===== src/rtl/uart_link_pkg.sv =====
// rtl/uart_link_pkg.sv - shared state encodings and counter sizing for uart_link
package uart_link_pkg;

  typedef enum logic [1:0] {
    TX_IDLE,
    TX_START,
    TX_DATA,
    TX_STOP
  } tx_state_t;

  typedef enum logic [2:0] {
    RX_IDLE,
    RX_START,
    RX_DATA,
    RX_STOP,
    RX_WAIT_HIGH
  } rx_state_t;

  function automatic int cnt_width(input int clks_per_bit);
    return $clog2(clks_per_bit);
  endfunction

endpackage


===== src/rtl/uart_link_if.sv =====
// rtl/uart_link_if.sv - packetizer-side send/receive handshake bundle
interface uart_link_if #(
  parameter int PACKET_SIZE = 8
) ();

  logic                   send_flag;
  logic [PACKET_SIZE-1:0] send_data;
  logic                   sendable;
  logic                   recv_flag;
  logic [PACKET_SIZE-1:0] recv_data;
  logic                   receivable;

  modport master (
    output send_flag, send_data, recv_flag,
    input  sendable, recv_data, receivable
  );

  modport slave (
    input  send_flag, send_data, recv_flag,
    output sendable, recv_data, receivable
  );

endinterface


===== src/rtl/link_fifo.sv =====
// rtl/link_fifo.sv - synchronous FIFO; pushes into a full FIFO are dropped and flagged
module link_fifo #(
  parameter int WIDTH      = 8,
  parameter int DEPTH_BITS = 4
) (
  input  logic                  clk,
  input  logic                  rst_n,
  input  logic                  i_push,
  input  logic                  i_pop,
  input  logic [WIDTH-1:0]      i_din,
  output logic [WIDTH-1:0]      o_head,
  output logic [DEPTH_BITS:0]   o_count,
  output logic                  o_full,
  output logic                  o_empty,
  output logic                  o_overflow
);

  localparam int DEPTH = 1 << DEPTH_BITS;

  logic [WIDTH-1:0]      r_mem [DEPTH];
  logic [DEPTH_BITS-1:0] r_wr_ptr;
  logic [DEPTH_BITS-1:0] r_rd_ptr;
  logic [DEPTH_BITS:0]   r_count;
  logic                  r_overflow;
  logic                  w_do_push;
  logic                  w_do_pop;

  assign o_full     = (r_count == (DEPTH_BITS+1)'(DEPTH));
  assign o_empty    = (r_count == '0);
  assign w_do_push  = i_push && !o_full;
  assign w_do_pop   = i_pop && !o_empty;
  assign o_head     = o_empty ? '0 : r_mem[r_rd_ptr];
  assign o_count    = r_count;
  assign o_overflow = r_overflow;

  always_ff @(posedge clk) begin
    if (w_do_push) r_mem[r_wr_ptr] <= i_din;
  end

  always_ff @(posedge clk or negedge rst_n) begin
    if (!rst_n) begin
      r_wr_ptr   <= '0;
      r_rd_ptr   <= '0;
      r_count    <= '0;
      r_overflow <= 1'b0;
    end else begin
      if (w_do_push) r_wr_ptr <= r_wr_ptr + DEPTH_BITS'(1);
      if (w_do_pop)  r_rd_ptr <= r_rd_ptr + DEPTH_BITS'(1);
      case ({w_do_push, w_do_pop})
        2'b10:   r_count <= r_count + (DEPTH_BITS+1)'(1);
        2'b01:   r_count <= r_count - (DEPTH_BITS+1)'(1);
        default: r_count <= r_count;
      endcase
      // A simultaneous pop does not make room for a push into a full FIFO.
      r_overflow <= i_push && o_full;
    end
  end

endmodule


===== src/rtl/uart_link.sv =====
// rtl/uart_link.sv - buffered 8N1 serial link below the packetizer
module uart_link
  import uart_link_pkg::*;
#(
  parameter int PACKET_SIZE  = 8,
  parameter int CLKS_PER_BIT = 868,
  parameter int FIFO_BIT     = 4
) (
  input  logic      CLK,
  input  logic      RST_N,
  uart_link_if.slave pkt,
  input  logic      uart_rx,
  output logic      uart_tx,
  output logic      rx_frame_err,
  output logic      rx_overflow
);

  localparam int CW    = cnt_width(CLKS_PER_BIT);
  localparam int BW    = (PACKET_SIZE > 1) ? $clog2(PACKET_SIZE) : 1;
  localparam int DEPTH = 1 << FIFO_BIT;
  localparam logic [CW-1:0]     BAUD_LAST = CW'(CLKS_PER_BIT - 1);
  localparam logic [CW-1:0]     BAUD_HALF = CW'(CLKS_PER_BIT / 2 - 1);
  localparam logic [BW-1:0]     BIT_LAST  = BW'(PACKET_SIZE - 1);
  localparam logic [FIFO_BIT:0] SEND_MAX  = (FIFO_BIT+1)'(DEPTH - 2);

  tx_state_t              r_tx_state;
  logic [CW-1:0]          r_tx_baud;
  logic [BW-1:0]          r_tx_bit;
  logic [PACKET_SIZE-1:0] r_tx_shreg;
  logic                   r_tx_line;
  rx_state_t              r_rx_state;
  logic [CW-1:0]          r_rx_baud;
  logic [BW-1:0]          r_rx_bit;
  logic [PACKET_SIZE-1:0] r_rx_shreg;
  logic                   r_rx_meta;
  logic                   r_rx_sync;
  logic                   r_frame_err;

  logic [PACKET_SIZE-1:0] w_tx_head;
  logic [FIFO_BIT:0]      w_tx_count;
  logic                   w_tx_full, w_tx_empty, w_tx_ovf, w_tx_pop;
  logic [FIFO_BIT:0]      w_rx_count;
  logic                   w_rx_full, w_rx_empty, w_rx_ovf, w_rx_push;
  logic                   w_unused;

  // Pop at the end of STOP too, so back-to-back frames have no idle gap.
  assign w_tx_pop = !w_tx_empty &&
                    ((r_tx_state == TX_IDLE) ||
                     (r_tx_state == TX_STOP && r_tx_baud == BAUD_LAST));
  assign w_rx_push = (r_rx_state == RX_STOP) && (r_rx_baud == BAUD_LAST) && r_rx_sync;

  link_fifo #(.WIDTH(PACKET_SIZE), .DEPTH_BITS(FIFO_BIT)) u_tx_fifo (
    .clk(CLK), .rst_n(RST_N), .i_push(pkt.send_flag), .i_pop(w_tx_pop),
    .i_din(pkt.send_data), .o_head(w_tx_head), .o_count(w_tx_count),
    .o_full(w_tx_full), .o_empty(w_tx_empty), .o_overflow(w_tx_ovf)
  );

  link_fifo #(.WIDTH(PACKET_SIZE), .DEPTH_BITS(FIFO_BIT)) u_rx_fifo (
    .clk(CLK), .rst_n(RST_N), .i_push(w_rx_push), .i_pop(pkt.recv_flag),
    .i_din(r_rx_shreg), .o_head(pkt.recv_data), .o_count(w_rx_count),
    .o_full(w_rx_full), .o_empty(w_rx_empty), .o_overflow(w_rx_ovf)
  );

  // Margins cover the packetizer's one-cycle registered flags.
  assign pkt.sendable   = (w_tx_count <= SEND_MAX);
  assign pkt.receivable = !w_rx_empty && !pkt.recv_flag;
  assign uart_tx        = r_tx_line;
  assign rx_frame_err   = r_frame_err;
  assign rx_overflow    = w_tx_ovf | w_rx_ovf;
  assign w_unused       = ^{w_tx_full, w_rx_full, w_rx_count};

  always_ff @(posedge CLK or negedge RST_N) begin
    if (!RST_N) begin
      r_tx_state <= TX_IDLE;
      r_tx_baud  <= '0;
      r_tx_bit   <= '0;
      r_tx_shreg <= '0;
      r_tx_line  <= 1'b1;
    end else begin
      case (r_tx_state)
        TX_IDLE: begin
          if (w_tx_pop) begin
            r_tx_shreg <= w_tx_head;
            r_tx_line  <= 1'b0;
            r_tx_baud  <= '0;
            r_tx_state <= TX_START;
          end
        end
        TX_START: begin
          if (r_tx_baud == BAUD_LAST) begin
            r_tx_baud  <= '0;
            r_tx_bit   <= '0;
            r_tx_line  <= r_tx_shreg[0];
            r_tx_shreg <= r_tx_shreg >> 1;
            r_tx_state <= TX_DATA;
          end else r_tx_baud <= r_tx_baud + CW'(1);
        end
        TX_DATA: begin
          if (r_tx_baud == BAUD_LAST) begin
            r_tx_baud <= '0;
            if (r_tx_bit == BIT_LAST) begin
              r_tx_line  <= 1'b1;
              r_tx_state <= TX_STOP;
            end else begin
              r_tx_bit   <= r_tx_bit + BW'(1);
              r_tx_line  <= r_tx_shreg[0];
              r_tx_shreg <= r_tx_shreg >> 1;
            end
          end else r_tx_baud <= r_tx_baud + CW'(1);
        end
        TX_STOP: begin
          if (r_tx_baud == BAUD_LAST) begin
            r_tx_baud <= '0;
            if (w_tx_pop) begin
              r_tx_shreg <= w_tx_head;
              r_tx_line  <= 1'b0;
              r_tx_state <= TX_START;
            end else r_tx_state <= TX_IDLE;
          end else r_tx_baud <= r_tx_baud + CW'(1);
        end
        default: r_tx_state <= TX_IDLE;
      endcase
    end
  end

  always_ff @(posedge CLK or negedge RST_N) begin
    if (!RST_N) begin
      r_rx_meta   <= 1'b1;
      r_rx_sync   <= 1'b1;
      r_rx_state  <= RX_IDLE;
      r_rx_baud   <= '0;
      r_rx_bit    <= '0;
      r_rx_shreg  <= '0;
      r_frame_err <= 1'b0;
    end else begin
      r_rx_meta   <= uart_rx;
      r_rx_sync   <= r_rx_meta;
      r_frame_err <= 1'b0;
      case (r_rx_state)
        RX_IDLE: begin
          if (!r_rx_sync) begin
            r_rx_baud  <= '0;
            r_rx_state <= RX_START;
          end
        end
        RX_START: begin
          if (r_rx_baud == BAUD_HALF) begin
            r_rx_baud  <= '0;
            r_rx_bit   <= '0;
            r_rx_state <= r_rx_sync ? RX_IDLE : RX_DATA;
          end else r_rx_baud <= r_rx_baud + CW'(1);
        end
        RX_DATA: begin
          if (r_rx_baud == BAUD_LAST) begin
            r_rx_baud  <= '0;
            r_rx_shreg <= {r_rx_sync, r_rx_shreg[PACKET_SIZE-1:1]};
            if (r_rx_bit == BIT_LAST) r_rx_state <= RX_STOP;
            else                      r_rx_bit   <= r_rx_bit + BW'(1);
          end else r_rx_baud <= r_rx_baud + CW'(1);
        end
        RX_STOP: begin
          if (r_rx_baud == BAUD_LAST) begin
            r_rx_baud <= '0;
            if (r_rx_sync) r_rx_state <= RX_IDLE;
            else begin
              r_frame_err <= 1'b1;
              r_rx_state  <= RX_WAIT_HIGH;
            end
          end else r_rx_baud <= r_rx_baud + CW'(1);
        end
        RX_WAIT_HIGH: begin
          if (r_rx_sync) r_rx_state <= RX_IDLE;
        end
        default: r_rx_state <= RX_IDLE;
      endcase
    end
  end

endmodule


===== src/flat_wrapper.sv =====
// flat-port wrapper written by rule: the top's interface ports become plain ports
module uart_link_flat import uart_link_pkg::*;
#(
  parameter int PACKET_SIZE  = 8,
  parameter int CLKS_PER_BIT = 868,
  parameter int FIFO_BIT     = 4
)
  (CLK, RST_N, uart_rx, uart_tx, rx_frame_err, rx_overflow, pkt_send_flag, pkt_send_data, pkt_recv_flag, pkt_sendable, pkt_recv_data, pkt_receivable);
  uart_link_if #(.PACKET_SIZE(PACKET_SIZE)) pkt_i ();
  input  logic CLK;
  input  logic RST_N;
  input  logic uart_rx;
  output logic uart_tx;
  output logic rx_frame_err;
  output logic rx_overflow;
  input wire logic [$bits(pkt_i.send_flag)-1:0] pkt_send_flag;
  input wire logic [$bits(pkt_i.send_data)-1:0] pkt_send_data;
  input wire logic [$bits(pkt_i.recv_flag)-1:0] pkt_recv_flag;
  output wire logic [$bits(pkt_i.sendable)-1:0] pkt_sendable;
  output wire logic [$bits(pkt_i.recv_data)-1:0] pkt_recv_data;
  output wire logic [$bits(pkt_i.receivable)-1:0] pkt_receivable;
  assign pkt_i.send_flag = pkt_send_flag;
  assign pkt_i.send_data = pkt_send_data;
  assign pkt_i.recv_flag = pkt_recv_flag;
  assign pkt_sendable = pkt_i.sendable;
  assign pkt_recv_data = pkt_i.recv_data;
  assign pkt_receivable = pkt_i.receivable;
  uart_link #(.PACKET_SIZE(PACKET_SIZE), .CLKS_PER_BIT(CLKS_PER_BIT), .FIFO_BIT(FIFO_BIT)) u_core (.CLK(CLK), .RST_N(RST_N), .pkt(pkt_i), .uart_rx(uart_rx), .uart_tx(uart_tx), .rx_frame_err(rx_frame_err), .rx_overflow(rx_overflow));
endmodule

===== config.mk =====
export PLATFORM = sky130hd
export DESIGN_NAME = uart_link_flat
export DESIGN_NICKNAME = d
export VERILOG_FILES = /design/src/rtl/uart_link_pkg.sv /design/src/rtl/uart_link_if.sv /design/src/rtl/link_fifo.sv /design/src/rtl/uart_link.sv /design/src/flat_wrapper.sv
export SDC_FILE = /design/constraint.sdc
export NUM_CORES = 1
export LEC_CHECK = 0
export ABC_CLOCK_PERIOD_IN_PS = 6000
export CORE_UTILIZATION = 30
export CTS_BUF_LIST = sky130_fd_sc_hd__clkbuf_8
export CTS_CLUSTER_SIZE = 24
export DETAILED_ROUTE_END_ITERATION = 8
export DONT_BUFFER_PORTS = 1
export GPL_TIMING_DRIVEN = 0
export HOLD_SLACK_MARGIN = 0.02
export SLEW_MARGIN = 20
export SYNTH_ARGS = -nofsm -noshare
export SYNTH_HDL_FRONTEND = slang
export SYNTH_SLANG_ARGS = --single-unit

===== constraint.sdc =====
create_clock -name CLK -period 6 [get_ports CLK]
set_clock_uncertainty 0.15 [all_clocks]
set_input_delay 0.9 -clock CLK [delete_from_list [all_inputs] [get_ports CLK]]
set_output_delay 0.9 -clock CLK [all_outputs]
set_load 0.05 [all_outputs]

---- Word-level counts from Yosys, hierarchy flattened ----
Memory sizes are Yosys's and may differ from the RTL's.
Cells that the tools add are included.
cells by class
  bitwise gates (word level) .............. 1
  reduce and logical (&&, ||, !) cells .... 36
  muxes and demuxes ....................... 54
  equality and inequality tests ........... 31
  add/sub/neg operators ................... 12
  magnitude comparators ................... 1
operators with widths
  cell                                                   number
  two-way mux 8 bit                                      7
  two-way mux 10 bit                                     5
  two-way mux 3 bit                                      13
  case mux 8 bit (4 select lines)                        1
  case mux 10 bit (3 select lines)                       1
  adder 10 x 1 -> 10 bit (second input constant)         2
  equality test 10 bit (second input constant)           2
  case mux 10 bit (2 select lines)                       1
  case mux 5 bit (2 select lines)                        2
  adder 4 x 1 -> 4 bit (second input constant)           4
  case mux 3 bit (5 select lines)                        1
  != test 2 x 1 -> 1 bit (second input constant)         7
  two-way mux 1 bit                                      13
  two-way mux 2 bit                                      6
  != test 2 bit (second input constant)                  6
  case mux 3 bit (2 select lines)                        2
  AND reduction 4 bit                                    3
  logical AND 1 bit                                      11
  adder 5 x 1 -> 5 bit (second input constant)           2
  equality test 10 x 9 -> 1 bit (second input constant)  1
  equality test 5 bit (second input constant)            2
  logical NOT 5 bit                                      2
  subtractor 5 x 1 -> 5 bit (second input constant)      2
  equality test 3 bit (second input constant)            3
  21 further kinds                                       36
word-level totals
  flip-flop bits (word level) ............. 79
  RAM bits ................................ 256
  memories kept ........................... 2
  bits of input ports ..................... 13
  output and inout port bits .............. 13
memories
  name                    depth  bits a word  rd ports  clocked after memory_dff  wr ports  line             text
  u_core.u_rx_fifo.r_mem  16     8            1         0                         1         link_fifo.sv:20  logic [WIDTH-1:0] r_mem [DEPTH];
  u_core.u_tx_fifo.r_mem  16     8            1         0                         1         link_fifo.sv:20

---- Logic depth before layout (Yosys ltp) ----
Gate-level depths: netlist of the first run.
  depth after elaboration ................. 7
  depth in mapped cells ................... 14
  depth with buffers taken out ............ 12

---- Modules after synthesis ----
Synthesis of the first run repeated with hierarchy kept, for this count alone.
unflattened totals
  cell total of the unflattened synthesis .. 909
  area total of the unflattened synthesis .. 14823.0 um2
by module, submodules not included
  module     sequential area each (um2)  area each (um2)  instances  cells an instance
  link_fifo  4194.0                      5918.2           2          310
  uart_link  1280.0                      2986.6           1          289

---- Worst setup path before layout of the first run ----
Ideal clock, no wire load.
  path kind ............................... reg2out
  start point ............................. register u_core.u_rx_fifo.r_rd_ptr[1]
  end point ............................... output pkt_recv_data[3]
  path slack .............................. 2864 ps
  cell stages (with the launch flop) ...... 6
  data arrival time ....................... 2086 ps
  cells stage by stage .................... dfrtp_1 -> clkbuf_1 -> buf_1 -> mux4_2 -> mux4_2 -> nor2b_1
between the ends
  cells in the longest elaborated chain, start to end .. 2
RTL lines
  item                      line                text
  from (decl)               link_fifo.sv:22     logic [DEPTH_BITS-1:0] r_rd_ptr;
  from (signal assigned)    link_fifo.sv:48     if (w_do_pop) r_rd_ptr <= r_rd_ptr + DEPTH_BITS'(1);
  memory read (16 x 8 bit)  -
  two-way mux 8 bit         link_fifo.sv:32     assign o_head = o_empty ? '0 : r_mem[r_rd_ptr];
  to (decl)                 flat_wrapper.sv:20  output wire logic [$bits(pkt_i.recv_data)-1:0] pkt_recv_data;
Every way passes these cells.

---- Worst setup path after layout of the first run ----
Same ends and word-level chain as after synthesis.

==> flow_summary.ini, run 1 <==
[placed_design]
dp_hpwl_um = 18910
gp_congestion = 0.7760
placed_cells = 1499
dp_slack_ps = 2242
placed_cell_area_sq_um = 15200
portBuffers = 0

[critical_path]
worstPathMaxFanout = 10
critical_path_arrival_ps = 3280
worstSetupPathType = reg2out
crit_start = u_core.u_rx_fifo.r_rd_ptr[1]
end_kind = output pin
critPathRequiredTime_ps = 4950
worstSetupEndpoint = pkt_recv_data[3]
rr_worst_depth = 14
regToRegStartpoint = u_core.u_rx_fifo.o_count[1]
r2r-end = u_core.u_rx_fifo.o_count[4]
start_kind = flop
reg2reg_slack_ps = 2530

[logic_synthesis]
ys_warn_count = 0
synth_top_cell_area_share_pct = 53.66
synth_edf_count = 256
synth_most_common_cell = edfxtp_1
synthTopCellsByArea = edfxtp_1 54%, dfrtp_1 13%, mux4_2 6.6%, mux2i_1 4.3%, ha_1 2.5%
synth_cells = 884
ys_seq_area_share_pct = 67.48
syn_nets = 927
ys_top_cells_by_count = 256 x edfxtp_1, 76 x dfrtp_1, 62 x mux2i_1, 47 x nand2_1, 42 x mux4_2
async_flop_share_pct = 23.58
synth.distinct_cells = 66
avgSynthCellArea_sq_um = 16.21
ys.flop_type = edfxtp_1
yosys.area.top_type = edfxtp_1
synth_seq_cells = 335
netlist_area_sq_um = 14330

[floorplan]
fp-row-count = 79
initial_utilization_pct = 30.58
coreArea_sq_um = 46850
die-area_sq_um = 48630
die_w_um = 220.5
io_pins = 26
die_h_um = 220.5

[sta]
drv_slew = 0
hold_viol_final = 0
post-route-min-period_ps = 4328
slew_headroom_pct = 32.26
tns_ps = 0
fin_hold_ws_ps = 76.98
fin_crit_sh_pct = 72.14
rsz0062_at_grt = no
setup_viol = 0
worst_slew_pin_slew_ps = 1012
layout_setup_ws_ps = 1672
max_freq_mhz = 231.0

[detailed_routing]
post-route-drc-count = 2
totalWireLength_um = 29900
vias_per_cell = 4.834
drtIter0Drc = 554
dr_total_vias = 7720
avgRoutedWirePerCell_um = 18.73
ant_nets = 0
firstDrtPassIters = 9

[grt]
grt_max_degree = 78
grt_pass1_vias = 7961
antenna_found_initial = 0
grt.total_usage_pct = 12.63
grt-ovfl-total = 0
grt_first_pass_wirelength_um = 46700

[clock_network]
clk-insertion-delay-late_ps = 590
cts_sinks = 335
cts_buffer_depth = 3
htree_levels = 2
clockRootBuffer = clkbuf_8
path_clk_slew_ps = 60
cts_tree = done
cts_buffers = 51
cts_resized = 0

[outcome]
status = finished with violations
violations = design-rule violations

[layout]
final-seq-area_sq_um = 9668
n_antenna_cell = 0
synthToLayoutAreaGrowth_pct = 13.04
multiInputGateArea_sq_um = 4429
fillers = 4510
design_area_sq_um = 16190
drive_gt1_share_pct = 19.80
final_cells = 1597
layout.nets = 990

[run]
cap_violations = 0

[hold_path]
holdCritPathClass = in2async

[pwr]
ir_worst_vdd_uv = 160.7
power.leakage_nw = 5.638
powerDensity_nw_per_um2 = 324.7
==> cell families after synthesis <==
logic type / Yosys count / share of synthesized area [%]
AOI/OAI and AO/OA: 113 / 5.895
DFF: 335 / 67.48
muxes: 127 / 12.95
adders and majority gates: 30 / 2.673
buffers and inverters: 62 / 1.965
and+or+nand+nor: 192 / 7.502
xor gates and xnor gates: 25 / 1.528
==> state kept, by name (all words and copies together), names as in the netlist, 5 cells and up <==
| name | count |
|---|---|
| u_core.u_rx_fifo.r_mem | 128 |
| u_core.u_tx_fifo.r_mem | 128 |
| u_core.r_rx_baud | 10 |
| u_core.r_tx_baud | 10 |
| u_core.r_rx_shreg | 8 |
| u_core.r_tx_shreg | 8 |
| u_core.u_rx_fifo.o_count | 5 |
| u_core.u_tx_fifo.o_count | 5 |
==> how the worst min path moves through the flow <==
stage	start	endpoint	slack, ps	cells past startpoint
2_1_floorplan	u_core.r_rx_meta	u_core.r_rx_sync	200	0
3_3_place_gp	u_core.r_rx_meta	u_core.r_rx_sync	200	0
3_5_place_dp	u_core.r_rx_meta	u_core.r_rx_sync	200	0
4_1_cts	RST_N	u_core.r_rx_baud[3]	60	1
5_1_grt	RST_N	u_core.u_rx_fifo.r_rd_ptr[0]	70	1
6_report	RST_N	u_core.u_rx_fifo.r_rd_ptr[0]	80	1
==> layer usage <==
layer	global-route usage, %	part of all wire [%]	vias up
li1	-	-	3568
met1	17.06	45	3939
met2	20.61	48	172
met3	2.708	5.3	41
met4	3.242	1.6	0
met5	0	0	-
==> repair_timing <==
action                                 in CTS  in global routing
setup buffers                               0                  0
endpoints found under the hold margin      77                  0
hold buffers                                2                  0
==> worst max-delay path: stages (launching register included) <==
cell	delay, ps
dfrtp_1	350
clkbuf_1	350
buf_1	610
mux4_2	360
mux4_2	280
nor2b_1	760
==> cells in the final DEF, fill, tap and decap left out, types with 7 or more instances in the layout <==
cell and n:
edfxtp_1 256, dfrtp_1 76, mux2i_1 62, clkbuf_8 58
nand2_1 47, mux4_2 42, inv_1 41, nor2_1 38
ha_1 29, a22oi_1 28, o21ai_0 24, buf_2 19
nor2b_1 17, nand3_1 16, xnor2_1 16, mux2_2 15
and2_1 14, clkbuf_1 11, xor2_1 9, clkinv_1 9
clkinv_2 9, nor3_2 8, buf_4 8, a21oi_1 8
a31oi_1 8, a32oi_1 8, mux2_4 8, nand4_1 7
nand3b_1 7
==> through the flow <==
stage	utilization, %	total power, W
after detailed placement	32.43	0.003536
after global placement	32.20	0.003494
after floorplan	-	0.003344
after global routing	34.56	0.005499
final	34.56	0.005259
after CTS	34.56	0.005329
==> where the power goes <==
group	internal, W	switching, W	leakage, nW
registers	0.00264	0.0000838	3.04
logic	0.000291	0.000472	2.03
clock network	0.000887	0.000884	0.567
==> cell type report <==
cell class / instances / share of cell area (%)
Inverter: 23 / 0.5331
Multi-Input combinational cell: 487 / 27.35
Clock buffer: 58 / 4.929
Clock inverter: 38 / 1.004
Tap cell: 607 / 4.690
Buffer: 39 / 1.205
Timing Repair Buffer: 10 / 0.5872
Sequential cell: 335 / 59.70
Note: power is estimated with default switching activity, not from simulation.
==> run 2, diff against run 1 <==
--- a/config.mk
+++ b/config.mk
@@ -5,7 +5,7 @@
 export SDC_FILE = /design/constraint.sdc
 export NUM_CORES = 1
 export LEC_CHECK = 0
-export ABC_CLOCK_PERIOD_IN_PS = 6000
+export ABC_CLOCK_PERIOD_IN_PS = 3700
 export CORE_UTILIZATION = 30
 export CTS_BUF_LIST = sky130_fd_sc_hd__clkbuf_8
 export CTS_CLUSTER_SIZE = 24
==> constraint.sdc (replaced) <==
create_clock -name CLK -period 3.7 [get_ports CLK]
set_clock_uncertainty 0.15 [all_clocks]
set_input_delay 0.555 -clock CLK [delete_from_list [all_inputs] [get_ports CLK]]
set_output_delay 0.555 -clock CLK [all_outputs]
set_load 0.05 [all_outputs]
==> flow_summary.ini, run 2 (synthesis gave the netlist of run 1 again) <==
[outcome]
status = finished with violations
violations = design-rule violations

[sta]
max_freq_mhz = 282.5
slew_headroom_pct = 34.51
hold_viol_final = 0
tns_ps = 0
rsz0062_at_grt = no
worst_slew_pin_slew_ps = 978.7
post-route-min-period_ps = 3540
setup_viol = 0
fin_crit_sh_pct = 95.67
drv_slew = 0

[layout]
design_area_sq_um = 16320
final_cells = 1608
layout_common_cells = 256 x edfxtp_1, 76 x dfrtp_1, 62 x mux2i_1, 58 x clkbuf_8, 47 x nand2_1
synthToLayoutAreaGrowth_pct = 13.95
top_regs = u_core.u_rx_fifo.r_mem: 128 flops, u_core.u_tx_fifo.r_mem: 128 flops
fillers = 4506
layout.nets = 999
layout.cells.most_common = edfxtp_1
drive_gt1_share_pct = 20.92
post-route-util_pct = 34.84

[placed_design]
placed_cell_area_sq_um = 15200
gp_congestion = 0.7760
portBuffers = 0
placed_cells = 1499
dp_hpwl_um = 18910

[detailed_routing]
avgRoutedWirePerCell_um = 18.62
drtIter0Drc = 577
firstDrtPassIters = 9
post-route-drc-count = 2
ant_nets = 0
totalWireLength_um = 29950
dr_total_vias = 7754
vias_per_cell = 4.822

[floorplan]
die_h_um = 220.5
initial_utilization_pct = 30.58
io_pins = 26
die-area_sq_um = 48630
coreArea_sq_um = 46850
fp-row-count = 79
die_w_um = 220.5

[grt]
grt-ovfl-total = 0
grt.total_usage_pct = 12.60
grt_pass1_vias = 7996
antenna_found_initial = 3
grt_first_pass_wirelength_um = 46680
grt_max_degree = 80

[run]
cap_violations = 0

[clock_network]
cts_buffer_depth = 3
htree_levels = 2
clk-insertion-delay-late_ps = 590
cts_tree = done
clockRootBuffer = clkbuf_8
cts_buffers = 51
path_clk_slew_ps = 60
cts_sinks = 335

[critical_path]
critPathRequiredTime_ps = 2990
start_kind = flop
worstSetupPathType = reg2out
cp_slowest_stage_delay_ps = 530
crit_chain = clkbuf_1, buf_2, mux4_2, mux4_2, nor2b_2
critical_path_arrival_ps = 2830
worstPathMaxFanout = 10
end_kind = output pin
slowest_stage = mux4_2
crit_top_cell = mux4_2

[pwr]
powerDensity_nw_per_um2 = 525.3
p_total_w = 0.008576
power.leakage_nw = 5.703
ir_worst_vdd_uv = 264.5

[hold_path]
holdCritPathClass = in2reg
==> run 2: cell count changes in the layout (fill, tap and decap cells not counted), sizes merged <==
cell	before	now
buf	37	36
clkbuf	69	70
diode	0	2
dlygate4sd3	1	10
==> run 2: layout make-up <==
class / count / area [sq um] / area share (%)
Antenna cell: 2 / 5.005 / 0.03066
Buffer: 39 / 201.4 / 1.234
Clock buffer: 58 / 798.3 / 4.890
Clock inverter: 38 / 162.7 / 0.9964
Inverter: 23 / 86.33 / 0.5289
Multi-Input combinational cell: 487 / 4458 / 27.31
Sequential cell: 335 / 9668 / 59.22
Tap cell: 607 / 759.5 / 4.652
Timing Repair Buffer: 19 / 185.2 / 1.134
==> run 2: final timing paths <==
path / from / to / slack, ps / cells past startpoint
min reg2reg: u_core.r_rx_meta / u_core.r_rx_sync / 220 / 0
max in group asynchronous: RST_N / u_core.uart_tx / 2570 / 2
min: pkt_send_flag / u_core.u_tx_fifo.o_overflow / 90 / 1
max: u_core.u_rx_fifo.r_rd_ptr[1] / pkt_recv_data[3] / 160 / 5
min in group asynchronous: RST_N / u_core.u_rx_fifo.r_rd_ptr[0] / 430 / 2
max reg2reg: u_core.r_rx_baud[3] / u_core.u_rx_fifo.o_count[4] / 330 / 12
==> run 2: where the power goes <==
part | total, W | internal, W | switching (W)
Clock | 0.00288 | 0.00144 | 0.00144
Combinational | 0.00128 | 0.000487 | 0.000790
Sequential | 0.00442 | 0.00428 | 0.000139
==> run 2: routing by layer <==
metal  share of wire (%)  GRT usage [%]
met5               0.043              0
met4                 1.4          3.242
met3                 4.8          2.749
met2                  48          20.49
met1                  46          17.05
==> run 2: critical path: cells and delay by family, from the launching register on <==
| family | cells | cell delay (ps) |
|---|---|---|
| buffers and inverters | 2 | 720 |
| and+or+nand+nor | 1 | 280 |
| muxes | 2 | 910 |
| DFF | 1 | 350 |
==> run 2: metrics by stage <==
step | hold WS [ps] | setup WS (ps)
after floorplan | 109.4 | 847.4
after global placement | 117.5 | -51.02
after detailed placement | 118.1 | 287.5
after CTS | 50.47 | 111.4
after global routing | 41.85 | 46.04
final | 89.79 | 160.2
==> run 2: timing repair <==
| item | 4_1_cts | 5_1_grt |
|---|---|---|
| buffers inserted | 0 | 0 |
| gates cloned | 0 | 0 |
| endpoints found under the hold margin | 208 | 0 |
| gates resized for setup | 11 | 3 |
| hold buffers | 11 | 0 |
| endpoints found under the setup margin | 8 | 1 |
